$ cat config.mk
export PLATFORM = sky130hd
export DESIGN_NAME = vga_sync_gen
export DESIGN_NICKNAME = d
export VERILOG_FILES = /design/src/rtl/vga_sync_gen_pkg.sv /design/src/rtl/vga_sync_gen_axis.sv /design/src/rtl/vga_sync_gen.sv
export SDC_FILE = /design/constraint.sdc
export NUM_CORES = 1
export LEC_CHECK = 0
export BUFFER_PORTS_ARGS = -buffer_cell sky130_fd_sc_hd__buf_2
export CAP_MARGIN = 15
export CORE_ASPECT_RATIO = 0.6
export CORE_UTILIZATION = 25
export DETAILED_ROUTE_END_ITERATION = 7
export PLACE_DENSITY = 0.48
export SLEW_MARGIN = 15
export SYNTH_ARGS = -nofsm -noshare
export SYNTH_HDL_FRONTEND = slang
export SYNTH_SLANG_ARGS = --single-unit
$ cat constraint.sdc
create_clock -name clk -period 3.64 [get_ports clk]
set_input_delay 0.364 -clock clk [delete_from_list [all_inputs] [get_ports clk]]
set_output_delay 0.364 -clock clk [all_outputs]
set_load 0.02 [all_outputs]
$ cat src/rtl/vga_sync_gen_pkg.sv
// Shared VGA timing constants (800x600@72 Hz defaults), screen size and axis phase encoding.
// Imported by the sync generator and by sprite/address generators that need SCREEN_W/SCREEN_H.
package vga_sync_gen_pkg;

   localparam int unsigned DEF_H_ACTIVE = 800;
   localparam int unsigned DEF_H_FRONT  = 56;
   localparam int unsigned DEF_H_SYNC   = 120;
   localparam int unsigned DEF_H_BACK   = 64;

   localparam int unsigned DEF_V_ACTIVE = 600;
   localparam int unsigned DEF_V_FRONT  = 37;
   localparam int unsigned DEF_V_SYNC   = 6;
   localparam int unsigned DEF_V_BACK   = 23;

   localparam int unsigned H_TOTAL = DEF_H_ACTIVE + DEF_H_FRONT + DEF_H_SYNC + DEF_H_BACK;
   localparam int unsigned V_TOTAL = DEF_V_ACTIVE + DEF_V_FRONT + DEF_V_SYNC + DEF_V_BACK;

   localparam int unsigned SCREEN_W = 800;
   localparam int unsigned SCREEN_H = 600;

   localparam int unsigned X_WIDTH = 11;
   localparam int unsigned Y_WIDTH = 10;

   typedef enum logic [1:0] {
      PH_ACTIVE = 2'd0,
      PH_FRONT  = 2'd1,
      PH_SYNC   = 2'd2,
      PH_BACK   = 2'd3
   } phase_t;

   function automatic int unsigned axis_total(input int unsigned active, input int unsigned front,
                                              input int unsigned sync, input int unsigned back);
      return active + front + sync + back;
   endfunction

endpackage

$ cat src/rtl/vga_sync_gen_axis.sv
// One raster axis: wrapping counter plus ACTIVE->FRONT->SYNC->BACK phase FSM.
// wrap/in_active/in_sync describe the count that takes effect at the coming clock edge.
module vga_axis_counter
   import vga_sync_gen_pkg::*;
#(
   parameter int unsigned WIDTH  = 11,
   parameter int unsigned ACTIVE = 800,
   parameter int unsigned FRONT  = 56,
   parameter int unsigned SYNC   = 120,
   parameter int unsigned BACK   = 64
) (
   input  logic             clk,
   input  logic             reset,
   input  logic             step,
   output logic [WIDTH-1:0] count,
   output logic             wrap,
   output logic             in_active,
   output logic             in_sync
);

   localparam int unsigned TOTAL = axis_total(ACTIVE, FRONT, SYNC, BACK);

   localparam logic [WIDTH-1:0] ACTIVE_END = WIDTH'(ACTIVE - 1);
   localparam logic [WIDTH-1:0] FRONT_END  = WIDTH'(ACTIVE + FRONT - 1);
   localparam logic [WIDTH-1:0] SYNC_END   = WIDTH'(ACTIVE + FRONT + SYNC - 1);
   localparam logic [WIDTH-1:0] LAST       = WIDTH'(TOTAL - 1);

   if (TOTAL > (2 ** WIDTH)) begin : g_total_too_wide
      $error("vga_axis_counter: total %0d does not fit in %0d bits", TOTAL, WIDTH);
   end

   if (ACTIVE == 0 || FRONT == 0 || SYNC == 0 || BACK == 0) begin : g_empty_phase
      $error("vga_axis_counter: every phase needs at least one count");
   end

   phase_t           phase;
   phase_t           phase_next;
   logic [WIDTH-1:0] count_next;

   // NOTE: every always_comb output gets a default first so no path leaves it unassigned (no latch).
   always_comb begin
      count_next = count;
      phase_next = phase;
      wrap       = 1'b0;
      if (step) begin
         if (count == LAST) begin
            count_next = '0;
            wrap       = 1'b1;
         end else begin
            count_next = count + 1'b1;
         end
         unique case (phase)
            PH_ACTIVE: if (count == ACTIVE_END) phase_next = PH_FRONT;
            PH_FRONT:  if (count == FRONT_END)  phase_next = PH_SYNC;
            PH_SYNC:   if (count == SYNC_END)   phase_next = PH_BACK;
            PH_BACK:   if (count == LAST)       phase_next = PH_ACTIVE;
            default:   phase_next = PH_BACK;
         endcase
      end
   end

   assign in_active = (phase_next == PH_ACTIVE);
   assign in_sync   = (phase_next == PH_SYNC);

   // NOTE: state registers use non-blocking assignments so all flops sample the same pre-edge values.
   always_ff @(posedge clk or posedge reset) begin
      if (reset) begin
         count <= LAST;
         phase <= PH_BACK;
      end else begin
         count <= count_next;
         phase <= phase_next;
      end
   end

endmodule

$ cat src/rtl/vga_sync_gen.sv
// VGA timing master: raster position, active video, hsync/vsync and line/frame strobes.
// Optional frame counter enabled by defining VGA_FRAME_COUNT_EN; otherwise frame_count is 0.
module vga_sync_gen
   import vga_sync_gen_pkg::*;
#(
   parameter int unsigned H_ACTIVE = DEF_H_ACTIVE,
   parameter int unsigned H_FRONT  = DEF_H_FRONT,
   parameter int unsigned H_SYNC   = DEF_H_SYNC,
   parameter int unsigned H_BACK   = DEF_H_BACK,
   parameter int unsigned V_ACTIVE = DEF_V_ACTIVE,
   parameter int unsigned V_FRONT  = DEF_V_FRONT,
   parameter int unsigned V_SYNC   = DEF_V_SYNC,
   parameter int unsigned V_BACK   = DEF_V_BACK,
   parameter bit          SYNC_POL = 1'b1
) (
   input  logic                 clk,
   input  logic                 reset,
   input  logic                 pix_ce,
   output logic [X_WIDTH-1:0]   pixel_x,
   output logic [Y_WIDTH-1:0]   pixel_y,
   output logic                 active,
   output logic                 hsync,
   output logic                 vsync,
   output logic                 line_start,
   output logic                 frame_start,
   output logic [15:0]          frame_count
);

   logic h_wrap;
   logic h_in_active;
   logic h_in_sync;
   logic v_step;
   logic v_wrap;
   logic v_in_active;
   logic v_in_sync;

   vga_axis_counter #(
      .WIDTH  (X_WIDTH),
      .ACTIVE (H_ACTIVE),
      .FRONT  (H_FRONT),
      .SYNC   (H_SYNC),
      .BACK   (H_BACK)
   ) u_h_axis (
      .clk       (clk),
      .reset     (reset),
      .step      (pix_ce),
      .count     (pixel_x),
      .wrap      (h_wrap),
      .in_active (h_in_active),
      .in_sync   (h_in_sync)
   );

   // The vertical axis moves only on the cycle the line wraps.
   assign v_step = pix_ce & h_wrap;

   vga_axis_counter #(
      .WIDTH  (Y_WIDTH),
      .ACTIVE (V_ACTIVE),
      .FRONT  (V_FRONT),
      .SYNC   (V_SYNC),
      .BACK   (V_BACK)
   ) u_v_axis (
      .clk       (clk),
      .reset     (reset),
      .step      (v_step),
      .count     (pixel_y),
      .wrap      (v_wrap),
      .in_active (v_in_active),
      .in_sync   (v_in_sync)
   );

   // Registered from next-count flags so levels line up with pixel_x/pixel_y.
   always_ff @(posedge clk or posedge reset) begin
      if (reset) begin
         active      <= 1'b0;
         hsync       <= ~SYNC_POL;
         vsync       <= ~SYNC_POL;
         line_start  <= 1'b0;
         frame_start <= 1'b0;
      end else begin
         active      <= h_in_active & v_in_active;
         hsync       <= h_in_sync ? SYNC_POL : ~SYNC_POL;
         vsync       <= v_in_sync ? SYNC_POL : ~SYNC_POL;
         line_start  <= h_wrap;
         frame_start <= h_wrap & v_wrap;
      end
   end

`ifdef VGA_FRAME_COUNT_EN
   always_ff @(posedge clk or posedge reset) begin
      if (reset) begin
         frame_count <= 16'd0;
      end else if (frame_start) begin
         frame_count <= frame_count + 16'd1;
      end
   end
`else
   assign frame_count = 16'd0;
`endif

endmodule

Yosys cells after proc, flatten, opt, wreduce, memory -nomap -nowiden

Index checks and enable logic that the tools add are counted.

Register bits after elaboration: 30
Output and inout port bits: 42

Eq/ne operators: 16
$add $sub $neg: 2
Multiplexer cells: 20
Reduce and logical (&&, ||, !) cells: 4
Bitwise gates (word level): 3

Operators by type and width:

| kind                    | count |
|---|---|
| $eq A10 B10 Y1 const B  | 4 |
| $eq A11 B10 Y1 const B  | 3 |
| $mux W2                 | 10 |
| $pmux W2 S4             | 2 |
| $eq A2 B2 Y1 const B    | 6 |
| $add A11 B1 Y11 const B | 1 |
| $eq A11 B11 Y1 const B  | 1 |
| $mux W11                | 1 |
| $add A10 B1 Y10 const B | 1 |
| $mux W10                | 1 |
| $logic_not A2 Y1        | 4 |
| $mux W1                 | 6 |
| $eq A2 B1 Y1 const B    | 2 |
| $and A1 B1 Y1           | 3 |

Longest topological paths before layout

Gate-level depths: netlist of the first run.

Word-level depth: 7
Mapped depth: 9

By module

From an unflattened synthesis of the first run, not the netlist that was laid out.

Cell total of the unflattened synthesis: 176
Area, all modules: 1,803.0 um^2

Modules (own cells, without submodules):

| module                      | cells an instance | sequential area each (um^2) | times used | area an instance (um^2) |
|---|---|---|---|---|
| vga_axis_counter (u_h_axis) | 75                | 334.1                       | 1          | 809.5 |
| vga_axis_counter (u_v_axis) | 75                | 309.0                       | 1          | 721.9 |
| vga_sync_gen                | 26                | 125.1                       | 1          | 271.5 |

Worst setup path before layout of the first run

Ideal clock, no wire load.

Kind: register to register
Start: reg u_h_axis.count[10]
End: reg active
Setup time: 96 ps
Data arrival time: 2,234 ps
Path slack: 1,311 ps
Cell stages (with the launch flop): 8
Cell sequence: dfstp_2 > or4b_4 > or3_1 > buf_6 > clkinv_8 > o31ai_2 > o32a_4 > nor4_2

Word-level cells in the longest chain between the ends: 7

Ends and longest elaborated chain:

| element                    | line                    | text |
|---|---|---|
| from (decl)                | vga_sync_gen_axis.sv:15 | `output logic [WIDTH-1:0] count,` |
| from (signal assigned)     | vga_sync_gen_axis.sv:71 | `count <= count_next;` |
| $eq A11 B11 Y1             | vga_sync_gen_axis.sv:46 | `if (count == LAST) begin` |
| $mux W1                    | vga_sync_gen_axis.sv:46 |  |
| $mux W1                    | vga_sync_gen_axis.sv:45 | `if (step) begin` |
| $and A1 B1 Y1              | vga_sync_gen.sv:54      | `assign v_step = pix_ce & h_wrap;` |
| $mux W2                    | vga_sync_gen_axis.sv:45 |  |
| via u_v_axis.phase_next[0] | vga_sync_gen_axis.sv:37 | `phase_t phase_next;` |
| $logic_not A2 Y1           | vga_sync_gen_axis.sv:62 | `assign in_active = (phase_next == PH_ACTIVE);` |
| $and A1 B1 Y1              | vga_sync_gen.sv:81      | `active <= h_in_active & v_in_active;` |
| to (signal assigned)       | vga_sync_gen.sv:81      |  |
| to (decl)                  | vga_sync_gen.sv:21      | `output logic active,` |

The timed path passes the listed nets, and every way through them passes these cells.
A chain may end at the register's enable or synchronous reset.

Final worst setup path of the first run

Start: reg u_h_axis.count[0]
End: reg active

Same word-level chain as after synthesis.

==> flow_summary.rst, run 1 <==
.. list-table::
   :header-rows: 1

   * - Metric
     - Value
   * - Average wire per cell in the routed design
     - 12.9 um
   * - Achievable Freq
     - 390 MHz
   * - Portion of the post-synthesis area used by sequential elements
     - 43.6%
   * - Endpoint of the worst register-to-register path
     - active$_DFF_PP0_
   * - # diodes
     - 0
   * - Post-synthesis to final-layout area growth
     - 19.2%
   * - Number of antenna violations at the first check in global routing
     - 0
   * - Die Height
     - 67.0 um
   * - CP arrival
     - 2.75 ns
   * - Post-CTS Hold Fix Bufs
     - 0
   * - Core box area
     - 6730 um2
   * - Fillcell total
     - 744
   * - Net count reported at finish
     - 228
   * - Count of input and output buffers
     - 28
   * - Number of nets with antenna violations after detailed routing
     - 0
   * - Clk Latency, worst-skew pair
     - 0.28 ns
   * - Path depth of the worst reg2reg path
     - 7
   * - Pin count of the biggest net entering global routing
     - 27
   * - Relative slew slack
     - 61.3%
   * - Worst voltage drop across the vdd grid
     - 155 uV
   * - Worst Max-Slew Pin Slew
     - 0.580 ns
   * - Critical register-to-register path startpoint
     - u_h_axis.count[0]$_DFFE_PP1P_
   * - Number of instances in the synthesized netlist
     - 188
   * - Vias per inst
     - 4.62
   * - Clk root buf
     - sky130_fd_sc_hd__clkbuf_16
   * - Max-capacitance violation count
     - 0
   * - Yosys Warn Count
     - 0
   * - Count of flip-flops with a built-in enable after synthesis
     - 0
   * - Cell area after technology mapping
     - 1760 um2
   * - Placed wire-length estimate after detailed placement
     - 2830 um
   * - CTS HTree Levels
     - 2
   * - Layout cell share with drive strength beyond 1
     - 27.6%
   * - Ports
     - 45
   * - Post-Place Worst Slack
     - 1.06 ns
   * - Total die area
     - 7400 um2
   * - Final WL
     - 3970 um
   * - Primary flip-flop cell chosen by synthesis mapping
     - sky130_fd_sc_hd__dfrtp_1
   * - Final period utilization
     - 70.4%
   * - Detailed Routing Iterations Pass 1
     - 5
   * - Buffers from clock root to sink, at most
     - 2
   * - Hold violation total from the final report
     - 0
   * - # rows
     - 23
   * - Final standard cell count with taps included and fillers excluded
     - 308
   * - Cell area after placement
     - 1940 um2
   * - Starting Density
     - 26.2%
   * - Category of the worst setup path capture point
     - flip-flop
   * - Count of unresolved DRC violations after routing
     - 0
   * - Via count
     - 1423
   * - Post-CTS repair timing setup buffer count
     - 0
   * - First-pass GRT wire length
     - 6240 um
   * - Power consumption
     - 0.995 mW
   * - Setup TNS
     - 0 ns
   * - Setup repair after global routing missed its margin
     - no
   * - Endpoint required time on the critical path
     - 3.82 ns
   * - Static power due to leakage
     - 0.934 nW
   * - Detailed Route Iter0 Violations
     - 103
   * - Sink Count
     - 30
   * - Worst Slack Setup Final
     - 1.08 ns
   * - Max Fanout on Critical Path
     - 15
   * - Type of the setup path with the least slack
     - reg -> reg
   * - Flop2flop setup slack
     - 1.08 ns
   * - Per-instance average area after synthesis
     - 9.38 um2
   * - Number of synthesized register bits
     - 30
   * - Vias in the first global route
     - 1183
   * - Fraction of synthesis flops using an asynchronous set or reset pin
     - 100%
   * - Total GRT Usage
     - 10.9%
   * - Kind of launch point of the worst setup path
     - flip-flop
   * - Number of instances in the placed design
     - 299
   * - Yosys cell types
     - 45
   * - Global route total overflow
     - 0
   * - Die W
     - 110 um
   * - Reg clk slew, reported paths
     - 0.05 ns
   * - Number of gates resized after CTS
     - 0
   * - Max-slew violation count
     - 0
   * - TritonCTS Buffers
     - 5
   * - Weighted congestion reported at the end of routability-driven placement
     - 0.760
   * - Final critical path time including I/O delays and setup
     - 2.56 ns
   * - Clock Skews
     - 0.00913 ns
   * - Result of the run
     - finished clean
   * - Pwr dens
     - 474 nW/um2
   * - Clock tree from TritonCTS
     - done
   * - Final std cell area, no fill
     - 2100 um2
   * - Path class of the lowest-slack min-delay path
     - in -> async
   * - Finish-stage setup viols
     - 0
## cell families after synthesis
| kind of cell | Yosys count | synth area share [%] |
|---|---|---|
| AO/OA/AOI/OAI | 33 | 12.1 |
| AND/OR/NAND/NOR | 83 | 25.5 |
| flip-flops | 30 | 43.6 |
| buffers and inverters | 27 | 10.4 |
| XOR/XNOR | 8 | 3.97 |
| other | 1 | 0.213 |
| multiplexers | 1 | 0.639 |
| adder cells (fa/ha/maj) | 5 | 3.55 |
## state kept, by name (all words and copies together) (netlist names), 2 cells and up
register	count
u_h_axis.count	11
u_h_axis.phase	2
u_v_axis.count	10
u_v_axis.phase	2
## through the flow
| step | util, % | hold slack, ns |
|---|---|---|
| 2_1_floorplan | - | 0.444 |
| 4_1_cts | 31.0 | 0.368 |
| 3_3_place_gp | 28.8 | 0.498 |
| 3_5_place_dp | 28.8 | 0.497 |
| 5_1_grt | 31.2 | 0.196 |
| 6_report | 31.2 | 0.143 |
## synthesized netlist by cell type (2+ instances only)
cell | number | area [um2]
sky130_fd_sc_hd__nand2b_1 | 2 | 12.5
sky130_fd_sc_hd__buf_4 | 16 | 120
sky130_fd_sc_hd__xnor2_1 | 3 | 26.3
sky130_fd_sc_hd__or4_1 | 2 | 15.0
sky130_fd_sc_hd__and2_1 | 2 | 12.5
sky130_fd_sc_hd__nor4_1 | 3 | 18.8
sky130_fd_sc_hd__a21oi_1 | 4 | 20.0
sky130_fd_sc_hd__a31oi_1 | 2 | 12.5
sky130_fd_sc_hd__nand4_1 | 5 | 31.3
sky130_fd_sc_hd__nand2_1 | 27 | 101
sky130_fd_sc_hd__o21ai_0 | 18 | 90.1
sky130_fd_sc_hd__and4_1 | 2 | 17.5
sky130_fd_sc_hd__and3_1 | 4 | 25.0
sky130_fd_sc_hd__clkbuf_1 | 3 | 11.3
sky130_fd_sc_hd__nor3_1 | 6 | 30.0
sky130_fd_sc_hd__buf_2 | 2 | 10.0
sky130_fd_sc_hd__nor2_1 | 12 | 45.0
sky130_fd_sc_hd__xor2_1 | 5 | 43.8
sky130_fd_sc_hd__dfrtp_1 | 16 | 400
sky130_fd_sc_hd__dfstp_2 | 14 | 368
sky130_fd_sc_hd__o31ai_1 | 2 | 15.0
sky130_fd_sc_hd__nand3_1 | 6 | 30.0
sky130_fd_sc_hd__or4bb_1 | 2 | 22.5
sky130_fd_sc_hd__or3_1 | 2 | 12.5
sky130_fd_sc_hd__ha_1 | 5 | 62.6
sky130_fd_sc_hd__inv_1 | 4 | 15.0
## metal layers
metal  GRT usage [%]  routed length, um
met4            4.00                 39
met2            13.7               1510
met5               0                  0
met3            3.37                221
met1            16.5               2200
## final cells by class
type	instances	area [um2]	share of cell area (%)
clock buffers	7	143	6.79
clock inverters	1	5.00	0.238
inverters	5	31.3	1.49
multi-input cells	146	867	41.3
flip-flops and latches	30	768	36.6
well taps	87	109	5.18
repair buffers	32	178	8.46
## critical path, stage by stage, from the launching register on
cell and delay, ns:
sky130_fd_sc_hd__dfstp_2 0.56, sky130_fd_sc_hd__ha_1 0.25, sky130_fd_sc_hd__nand4_1 0.22, sky130_fd_sc_hd__or3_1 0.63
sky130_fd_sc_hd__clkinv_8 0.16, sky130_fd_sc_hd__o31ai_2 0.08, sky130_fd_sc_hd__o32a_4 0.32, sky130_fd_sc_hd__nor4_2 0.25
## power by group
group	switching, mW	total (mW)	internal, mW
clock	0.143	0.414	0.270
combinational	0.0980	0.152	0.0537
sequential	0.0537	0.430	0.376
total	0.295	0.995	0.700
## worst max path at each step
stage	startpoint	endpoint	slack, ns	cells past startpoint
2_1_floorplan	u_h_axis.count[10]$_DFFE_PP1P_	active$_DFF_PP0_	1.31	7
5_1_grt	u_h_axis.count[0]$_DFFE_PP1P_	active$_DFF_PP0_	0.88	7
3_3_place_gp	u_h_axis.count[0]$_DFFE_PP1P_	active$_DFF_PP0_	1.12	7
4_1_cts	u_h_axis.count[0]$_DFFE_PP1P_	active$_DFF_PP0_	1.05	7
3_5_place_dp	u_h_axis.count[0]$_DFFE_PP1P_	active$_DFF_PP0_	1.06	7
6_report	u_h_axis.count[0]$_DFFE_PP1P_	active$_DFF_PP0_	1.08	7
## placed cells by master, fill, tap and decap left out, types with 5 or more instances in the layout
cell,n
sky130_fd_sc_hd__buf_2,28
sky130_fd_sc_hd__clkbuf_16,5
sky130_fd_sc_hd__conb_1,16
sky130_fd_sc_hd__dfrtp_1,16
sky130_fd_sc_hd__dfstp_2,14
sky130_fd_sc_hd__ha_1,5
sky130_fd_sc_hd__nand2_1,27
sky130_fd_sc_hd__nand3_1,6
sky130_fd_sc_hd__nand4_1,5
sky130_fd_sc_hd__nor2_1,12
sky130_fd_sc_hd__nor3_1,6
sky130_fd_sc_hd__o21ai_0,18
sky130_fd_sc_hd__xor2_1,5
Power figures use the tool's default switching activity.
==> inputs of run 2 (changes only) <==
--- a/config.mk
+++ b/config.mk
@@ -10,7 +10,7 @@
 export CORE_ASPECT_RATIO = 0.6
 export CORE_UTILIZATION = 25
 export DETAILED_ROUTE_END_ITERATION = 7
-export PLACE_DENSITY = 0.48
+export PLACE_DENSITY = 0.49
 export SLEW_MARGIN = 15
 export SYNTH_ARGS = -nofsm -noshare
 export SYNTH_HDL_FRONTEND = slang
==> constraint.sdc (replaced) <==
create_clock -name clk -period 2.1 [get_ports clk]
set_input_delay 0.21 -clock clk [delete_from_list [all_inputs] [get_ports clk]]
set_output_delay 0.21 -clock clk [all_outputs]
set_load 0.02 [all_outputs]
==> run 2 against run 1 <==
Effect of this change: critical path depth shrank 1; global-route usage grew 1.4 points; hold slack lost 0.14 ns; power grew 80%; sequential share of layout area shrank 4.9 points; die area is the same; combinational power grew to 2.7 times the previous value; design area grew 15%; utilization grew 4.8 points; register-to-register slack lost 1.1 ns; worst setup slack lost 1.1 ns; sequential power grew 57%; critical path type unchanged.
==> flow_summary.rst, run 2 (synthesis results as in run 1) <==
.. list-table::
   :header-rows: 1

   * - Metric
     - Value
   * - Global route total overflow
     - 0
   * - Achievable Freq
     - 480 MHz
   * - Largest reg by FF count
     - u_h_axis.count
   * - Register Area
     - 768 um2
   * - Worst Slack Setup Final
     - 0.0154 ns
   * - Clock power share
     - 39.4%
   * - Post-synthesis to final-layout area growth
     - 37.5%
   * - Count of unresolved DRC violations after routing
     - 0
   * - Met1 track demand over resource in global routing
     - 20.1%
   * - Number of nets with antenna violations after detailed routing
     - 0
   * - Vias in the first global route
     - 1330
   * - Total stage count of the critical path
     - 6
   * - Destination of the critical timing path
     - vsync$_DFF_PP0_
   * - Cell area after placement
     - 2190 um2
   * - CP arrival
     - 2.29 ns
   * - Net count reported at finish
     - 263
   * - Top library cells by usage in the layout, fill and taps aside
     - sky130_fd_sc_hd__buf_4, sky130_fd_sc_hd__buf_2, sky130_fd_sc_hd__nand2_1
   * - Weighted congestion reported at the end of routability-driven placement
     - 0.801
   * - Max Fanout on Critical Path
     - 7
   * - GRT met3 Usage
     - 3.28%
   * - Area of combinational cells with multiple inputs
     - 931 um2
   * - Starting Density
     - 26.2%
   * - Fraction of power consumed by sequential logic
     - 37.6%
   * - # diodes
     - 0
   * - Power consumption
     - 1.80 mW
   * - Cell-by-cell listing of the critical path
     - or4b_4 -> or3_4 -> clkinv_8 -> o31ai_2 -> o32a_4 -> and2b_1
   * - Final std cell area, no fill
     - 2420 um2
   * - Most used routing layer in global routing
     - met1
   * - TritonCTS Buffers
     - 5
   * - Pin count of the biggest net entering global routing
     - 31
   * - Average wire per cell in the routed design
     - 12.9 um
   * - Setup repair after global routing missed its margin
     - yes
   * - Launching instance or port of the critical path
     - u_h_axis.count[10]$_DFFE_PP1P_
   * - Die W
     - 110 um
   * - Core box area
     - 6730 um2
   * - Critical register-to-register path startpoint
     - u_h_axis.count[10]$_DFFE_PP1P_
   * - # rows
     - 23
   * - Layout cell share with drive strength beyond 1
     - 42.2%
   * - Category of the worst setup path capture point
     - flip-flop
   * - Final WL
     - 4430 um
   * - Met2 track demand over resource in global routing
     - 14.5%
   * - Commonest non-fill, non-tap cell in the layout
     - sky130_fd_sc_hd__buf_4
   * - Family with the most delay on the worst path
     - simple AND/OR/NAND/NOR gates
   * - Vias per inst
     - 4.49
   * - Flop2flop setup slack
     - 0.02 ns
   * - CTS HTree Levels
     - 2
   * - Path class of the lowest-slack min-delay path
     - in -> async
   * - Path depth of the worst reg2reg path
     - 6
   * - Post-Place Worst Slack
     - -0.0852 ns
   * - Clk Latency, worst-skew pair
     - 0.27 ns
   * - Kind of launch point of the worst setup path
     - flip-flop
   * - Buffers from clock root to sink, at most
     - 2
   * - Number of antenna violations at the first check in global routing
     - 0
   * - Endpoint required time on the critical path
     - 2.31 ns
   * - Die Height
     - 67.0 um
   * - Reg clk slew, reported paths
     - 0.05 ns
   * - CP max stage delay
     - 0.52 ns
   * - Final period utilization
     - 99.3%
   * - Total die area
     - 7400 um2
   * - Slowest-stage cell, CP
     - sky130_fd_sc_hd__dfstp_2
   * - Hold violation total from the final report
     - 0
   * - Internal Pwr Total
     - 1.28 mW
   * - Result of the run
     - finished clean
   * - Final critical path time including I/O delays and setup
     - 2.08 ns
   * - Placed wire-length estimate after detailed placement
     - 3270 um
   * - Net switching power figure
     - 0.520 mW
   * - Worst voltage drop across the vdd grid
     - 347 uV
   * - Count of input and output buffers
     - 28
   * - Endpoint of the worst register-to-register path
     - vsync$_DFF_PP0_
   * - Max-slew violation count
     - 0
   * - Clock tree from TritonCTS
     - done
   * - Detailed Routing Iterations Pass 1
     - 5
   * - Total GRT Usage
     - 12.3%
   * - Max reg flops
     - 11
   * - Buffers and inverters on the worst path
     - 1
   * - Finish-stage setup viols
     - 0
   * - Ports
     - 45
   * - Pwr dens
     - 741 nW/um2
   * - Via count
     - 1541
   * - Clk root buf
     - sky130_fd_sc_hd__clkbuf_16
   * - Type of the setup path with the least slack
     - reg -> reg
   * - Static power due to leakage
     - 1.14 nW
   * - Combinational Power Share
     - 23.0%
   * - First-pass GRT wire length
     - 7000 um
   * - End-of-flow core utilization
     - 36.0%
   * - Fillcell total
     - 705
   * - Clock Skews
     - 0.00280 ns
   * - Detailed Route Iter0 Violations
     - 103
   * - Sink Count
     - 30
   * - Max-capacitance violation count
     - 0
   * - Biggest regs
     - u_h_axis.count (11), u_v_axis.count (10)
   * - Sw Share
     - 28.9%
-- run 2: timing repair --
action                                  4_1_cts  5_1_grt
pin swaps                                     0        2
buffers inserted                              0        3
gates resized for setup                       4       16
endpoints found under the setup margin        7       12
hold buffers                                  0        0
-- run 2: how the worst min path moves through the flow --
stage               slack [ns]   from  depth (start not counted)                       endpoint
floorplan                 0.29  reset                          1               active$_DFF_PP0_
global placement          0.31  reset                          3          frame_start$_DFF_PP0_
detailed placement        0.32  reset                          3           line_start$_DFF_PP0_
CTS                       0.03  reset                          3           line_start$_DFF_PP0_
global route              0.04  reset                          3  u_h_axis.count[9]$_DFFE_PP0P_
finish                   0.006  reset                          3          frame_start$_DFF_PP0_
-- run 2: power by group through the flow --
stage	Clock (mW)	Sequential, mW	Combinational, mW
finish	0.707	0.676	0.412
global route	0.764	0.685	0.457
CTS	0.729	0.677	0.413
detailed placement	0	0.685	0.411
global placement	0	0.684	0.409
floorplan	0	0.790	0.155
-- run 2: area by class of cell --
| class | count | share of cell area [%] |
|---|---|---|
| multi-input cells | 146 | 38.4 |
| flip-flops and latches | 30 | 31.7 |
| repair buffers | 67 | 18.0 |
| clock buffers | 7 | 5.89 |
| well taps | 87 | 4.49 |
| inverters | 5 | 1.29 |
| clock inverters | 1 | 0.207 |
-- run 2: worst reg2reg max path, cell delays in order, from the launching register on --
cell	delay, ns
sky130_fd_sc_hd__dfstp_2	0.52
sky130_fd_sc_hd__or4b_4	0.46
sky130_fd_sc_hd__or3_4	0.38
sky130_fd_sc_hd__clkinv_8	0.08
sky130_fd_sc_hd__o31ai_2	0.06
sky130_fd_sc_hd__o32a_4	0.33
sky130_fd_sc_hd__and2b_1	0.20
-- run 2: layer usage --
metal / routed length [um] / vias to the layer above
li1: - / 770
met1: 2490 / 719
met2: 1640 / 47
met3: 264 / 5
met4: 31 / 0
met5: 0 / -
-- run 2: per-stage QoR --
step / hold slack (ns) / TNS [ns] / instances
2_1_floorplan: 0.290 / -0.281 / 203
3_3_place_gp: 0.314 / -0.157 / 332
3_5_place_dp: 0.319 / -0.285 / 332
4_1_cts: 0.0254 / 0 / 340
5_1_grt: 0.0420 / -0.216 / 343
6_report: 0.00628 / 0 / 343
==> inputs of run 3 (changes only) <==
--- a/config.mk
+++ b/config.mk
@@ -8,9 +8,9 @@
 export BUFFER_PORTS_ARGS = -buffer_cell sky130_fd_sc_hd__buf_2
 export CAP_MARGIN = 15
 export CORE_ASPECT_RATIO = 0.6
-export CORE_UTILIZATION = 25
+export CORE_UTILIZATION = 47
 export DETAILED_ROUTE_END_ITERATION = 7
-export PLACE_DENSITY = 0.49
+export PLACE_DENSITY = 0.79
 export SLEW_MARGIN = 15
 export SYNTH_ARGS = -nofsm -noshare
 export SYNTH_HDL_FRONTEND = slang
==> run 3 against run 2 <==
Effect of this change: the run now ends with negative setup slack left; register-to-register slack got worse by 0.08 ns; flip-flop and latch count unchanged; design area decreased by 7.4%; global-route usage grew 11 points; maximum frequency shrank 3.5%; sequential power is essentially flat; critical path depth shrank 1; cell count fell by 14%; worst setup slack got worse by 0.076 ns; non-clock buffer count decreased by 6; sequential share of layout area increased by 2.5 points; largest cell class unchanged; largest power group is now registers.
==> flow_summary.rst, run 3 (synthesis results as in run 1) <==
.. list-table::
   :header-rows: 1

   * - Metric
     - Value
   * - Result of the run
     - complete, but fails checks
   * - Violated checks
     - negative setup slack
   * - Layout cell share with drive strength beyond 1
     - 38.4%
   * - Kind of launch point of the worst setup path
     - flip-flop
   * - Placed wire-length estimate after detailed placement
     - 2870 um
   * - Weighted congestion reported at the end of routability-driven placement
     - 0.875
   * - Commonest non-fill, non-tap cell in the layout
     - sky130_fd_sc_hd__buf_4
   * - Sink Count
     - 30
   * - Pin count of the biggest net entering global routing
     - 31
   * - Vias per inst
     - 5.43
   * - Max reg flops
     - 11
   * - # rows
     - 16
   * - Post-Place Worst Slack
     - -0.0698 ns
   * - Ports
     - 45
   * - CTS HTree Levels
     - 2
   * - Max-slew violation count
     - 0
   * - Pwr dens
     - 702 nW/um2
   * - Final standard cell count with taps included and fillers excluded
     - 295
   * - Total GRT Usage
     - 23.4%
   * - Internal Pwr Total
     - 1.07 mW
   * - Count of unresolved DRC violations after routing
     - 0
   * - Largest reg by FF count
     - u_h_axis.count
   * - Path depth of the worst reg2reg path
     - 5
   * - Fillcell total
     - 276
   * - Final WL
     - 4080 um
   * - # diodes
     - 0
   * - CP max stage delay
     - 0.55 ns
   * - Buffers and inverters on the worst path
     - 0
   * - Biggest regs
     - u_h_axis.count (11), u_v_axis.count (10)
   * - Starting Density
     - 51.5%
   * - Cell-by-cell listing of the critical path
     - or4b_4 -> o31ai_1 -> a21oi_1 -> o32a_4 -> and2b_1
   * - Endpoint required time on the critical path
     - 2.33 ns
   * - WHS
     - 0.267 ns
   * - Setup repair after global routing missed its margin
     - yes
   * - Number of instances in the placed design
     - 286
   * - Die W
     - 81.1 um
   * - Buffers from clock root to sink, at most
     - 2
   * - Path class of the lowest-slack min-delay path
     - in -> reg
   * - Flop2flop setup slack
     - -0.06 ns
   * - Detailed Route Iter0 Violations
     - 139
   * - Total die area
     - 4010 um2
   * - Max Fanout on Critical Path
     - 3
   * - Endpoint of the worst register-to-register path
     - vsync$_DFF_PP0_
   * - Detailed Routing Iterations Pass 1
     - 4
   * - Fraction of power consumed by sequential logic
     - 42.8%
   * - Die Height
     - 49.4 um
   * - First-pass GRT wire length
     - 6840 um
   * - Core box area
     - 3420 um2
   * - Worst Hold Depth
     - 3
   * - Via count
     - 1602
   * - Number of nets with antenna violations after detailed routing
     - 0
   * - Vias in the first global route
     - 1397
   * - Global route total overflow
     - 0
   * - Min-Delay Endpoint
     - u_h_axis.count[1]$_DFFE_PP1P_
   * - Slowest-stage cell, CP
     - sky130_fd_sc_hd__dfstp_2
   * - Clk root buf
     - sky130_fd_sc_hd__clkbuf_8
   * - Sw Share
     - 32.0%
   * - Static power due to leakage
     - 1.06 nW
   * - Average wire per cell in the routed design
     - 13.8 um
   * - Critical register-to-register path startpoint
     - u_v_axis.count[7]$_DFFE_PP1N_
   * - Worst voltage drop across the vdd grid
     - 668 uV
   * - Final period utilization
     - 103%
   * - Max-capacitance violation count
     - 0
   * - CP arrival
     - 2.39 ns
   * - Hold violation total from the final report
     - 0
   * - Top library cells by usage in the layout, fill and taps aside
     - sky130_fd_sc_hd__buf_4, sky130_fd_sc_hd__buf_2, sky130_fd_sc_hd__nand2_1
   * - Net count reported at finish
     - 257
   * - Clock Skews
     - 0.00334 ns
   * - TritonCTS Buffers
     - 5
   * - Final critical path time including I/O delays and setup
     - 2.16 ns
   * - Category of the worst setup path capture point
     - flip-flop
   * - Type of the setup path with the least slack
     - reg -> reg
   * - Number of antenna violations at the first check in global routing
     - 0
   * - Origin of the worst min-delay path
     - pix_ce
   * - Family with the most delay on the worst path
     - compound AO/OA/AOI/OAI gates
   * - Clock tree from TritonCTS
     - done
   * - Post-synthesis to final-layout area growth
     - 27.3%
   * - Achievable Freq
     - 463 MHz
   * - Net switching power figure
     - 0.504 mW
   * - Reg clk slew, reported paths
     - 0.06 ns
   * - Clock power share
     - 30.7%
   * - Worst Slack Setup Final
     - -0.0606 ns
   * - Clk Latency, worst-skew pair
     - 0.29 ns
   * - Count of input and output buffers
     - 28
   * - Finish-stage setup viols
     - 2
   * - Combinational Power Share
     - 26.4%
[run 3: cell count changes in the layout (fill, tap and decap cells not counted), moves of 5 or more]
cell	previous run	this run
sky130_fd_sc_hd__o21ai_0	12	17
sky130_fd_sc_hd__o21ai_1	6	1
sky130_fd_sc_hd__clkbuf_16	5	0
sky130_fd_sc_hd__clkbuf_8	1	6
sky130_fd_sc_hd__buf_4	38	32
[run 3: routing by layer]
metal | global-route usage [%] | wire length (um) | vias up | share of wire, %
met4 | 6.55 | 40 | 0 | 0.98
met1 | 35.9 | 1930 | 762 | 47
li1 | - | - | 754 | -
met3 | 8.04 | 352 | 7 | 8.6
met5 | 0 | 0 | - | 0
met2 | 30.7 | 1760 | 79 | 43
[run 3: worst min-delay path, delay by kind of cell]
family,cells,cell delay [ns]
AO/OA/AOI/OAI,1,0.09
buffers and inverters,2,0.24
[run 3: cell type report]
type	count	area (um2)	share of cell area, %
inverters	5	31.3	1.39
clock inverters	1	5.00	0.223
flip-flops and latches	30	768	34.2
clock buffers	7	86.3	3.85
multi-input cells	146	906	40.4
repair buffers	61	390	17.4
well taps	45	56.3	2.51
[run 3: what timing repair did]
action / CTS / global route
buffers inserted: 0 / 0
hold endpoints to repair: 16 / 0
resized for setup: 2 / 6
pin swaps: 0 / 0
hold buffers: 1 / 0
endpoints found under the setup margin: 2 / 11
[run 3: worst max path at each step]
stage	depth (start not counted)	to	start	slack, ns
after floorplan	7	vsync$_DFF_PP0_	u_h_axis.count[10]$_DFFE_PP1P_	-0.1
after detailed placement	6	active$_DFF_PP0_	u_h_axis.count[10]$_DFFE_PP1P_	-0.07
after CTS	6	active$_DFF_PP0_	u_h_axis.count[10]$_DFFE_PP1P_	-0.001
final	5	vsync$_DFF_PP0_	u_v_axis.count[7]$_DFFE_PP1N_	-0.06
after global placement	6	active$_DFF_PP0_	u_h_axis.count[10]$_DFFE_PP1P_	-0.02
after global routing	5	vsync$_DFF_PP0_	u_v_axis.count[7]$_DFFE_PP1N_	-0.09
[run 3: power groups by stage]
stage | logic, mW | clock network (mW) | registers, mW
after detailed placement | 0.409 | 0 | 0.684
after global placement | 0.401 | 0 | 0.683
after global routing | 0.455 | 0.519 | 0.682
final | 0.416 | 0.484 | 0.675
after floorplan | 0.155 | 0 | 0.790
after CTS | 0.416 | 0.492 | 0.675
[run 3: per-stage QoR]
stage	total power, mW	cell area (um2)	utilization (%)	setup TNS, ns
floorplan	0.945	1820	-	-0.281
global placement	1.08	2110	61.5	-0.0248
detailed placement	1.09	2110	61.5	-0.116
CTS	1.58	2210	64.7	-0.00105
global route	1.66	2240	65.5	-0.136
finish	1.58	2240	65.5	-0.0760
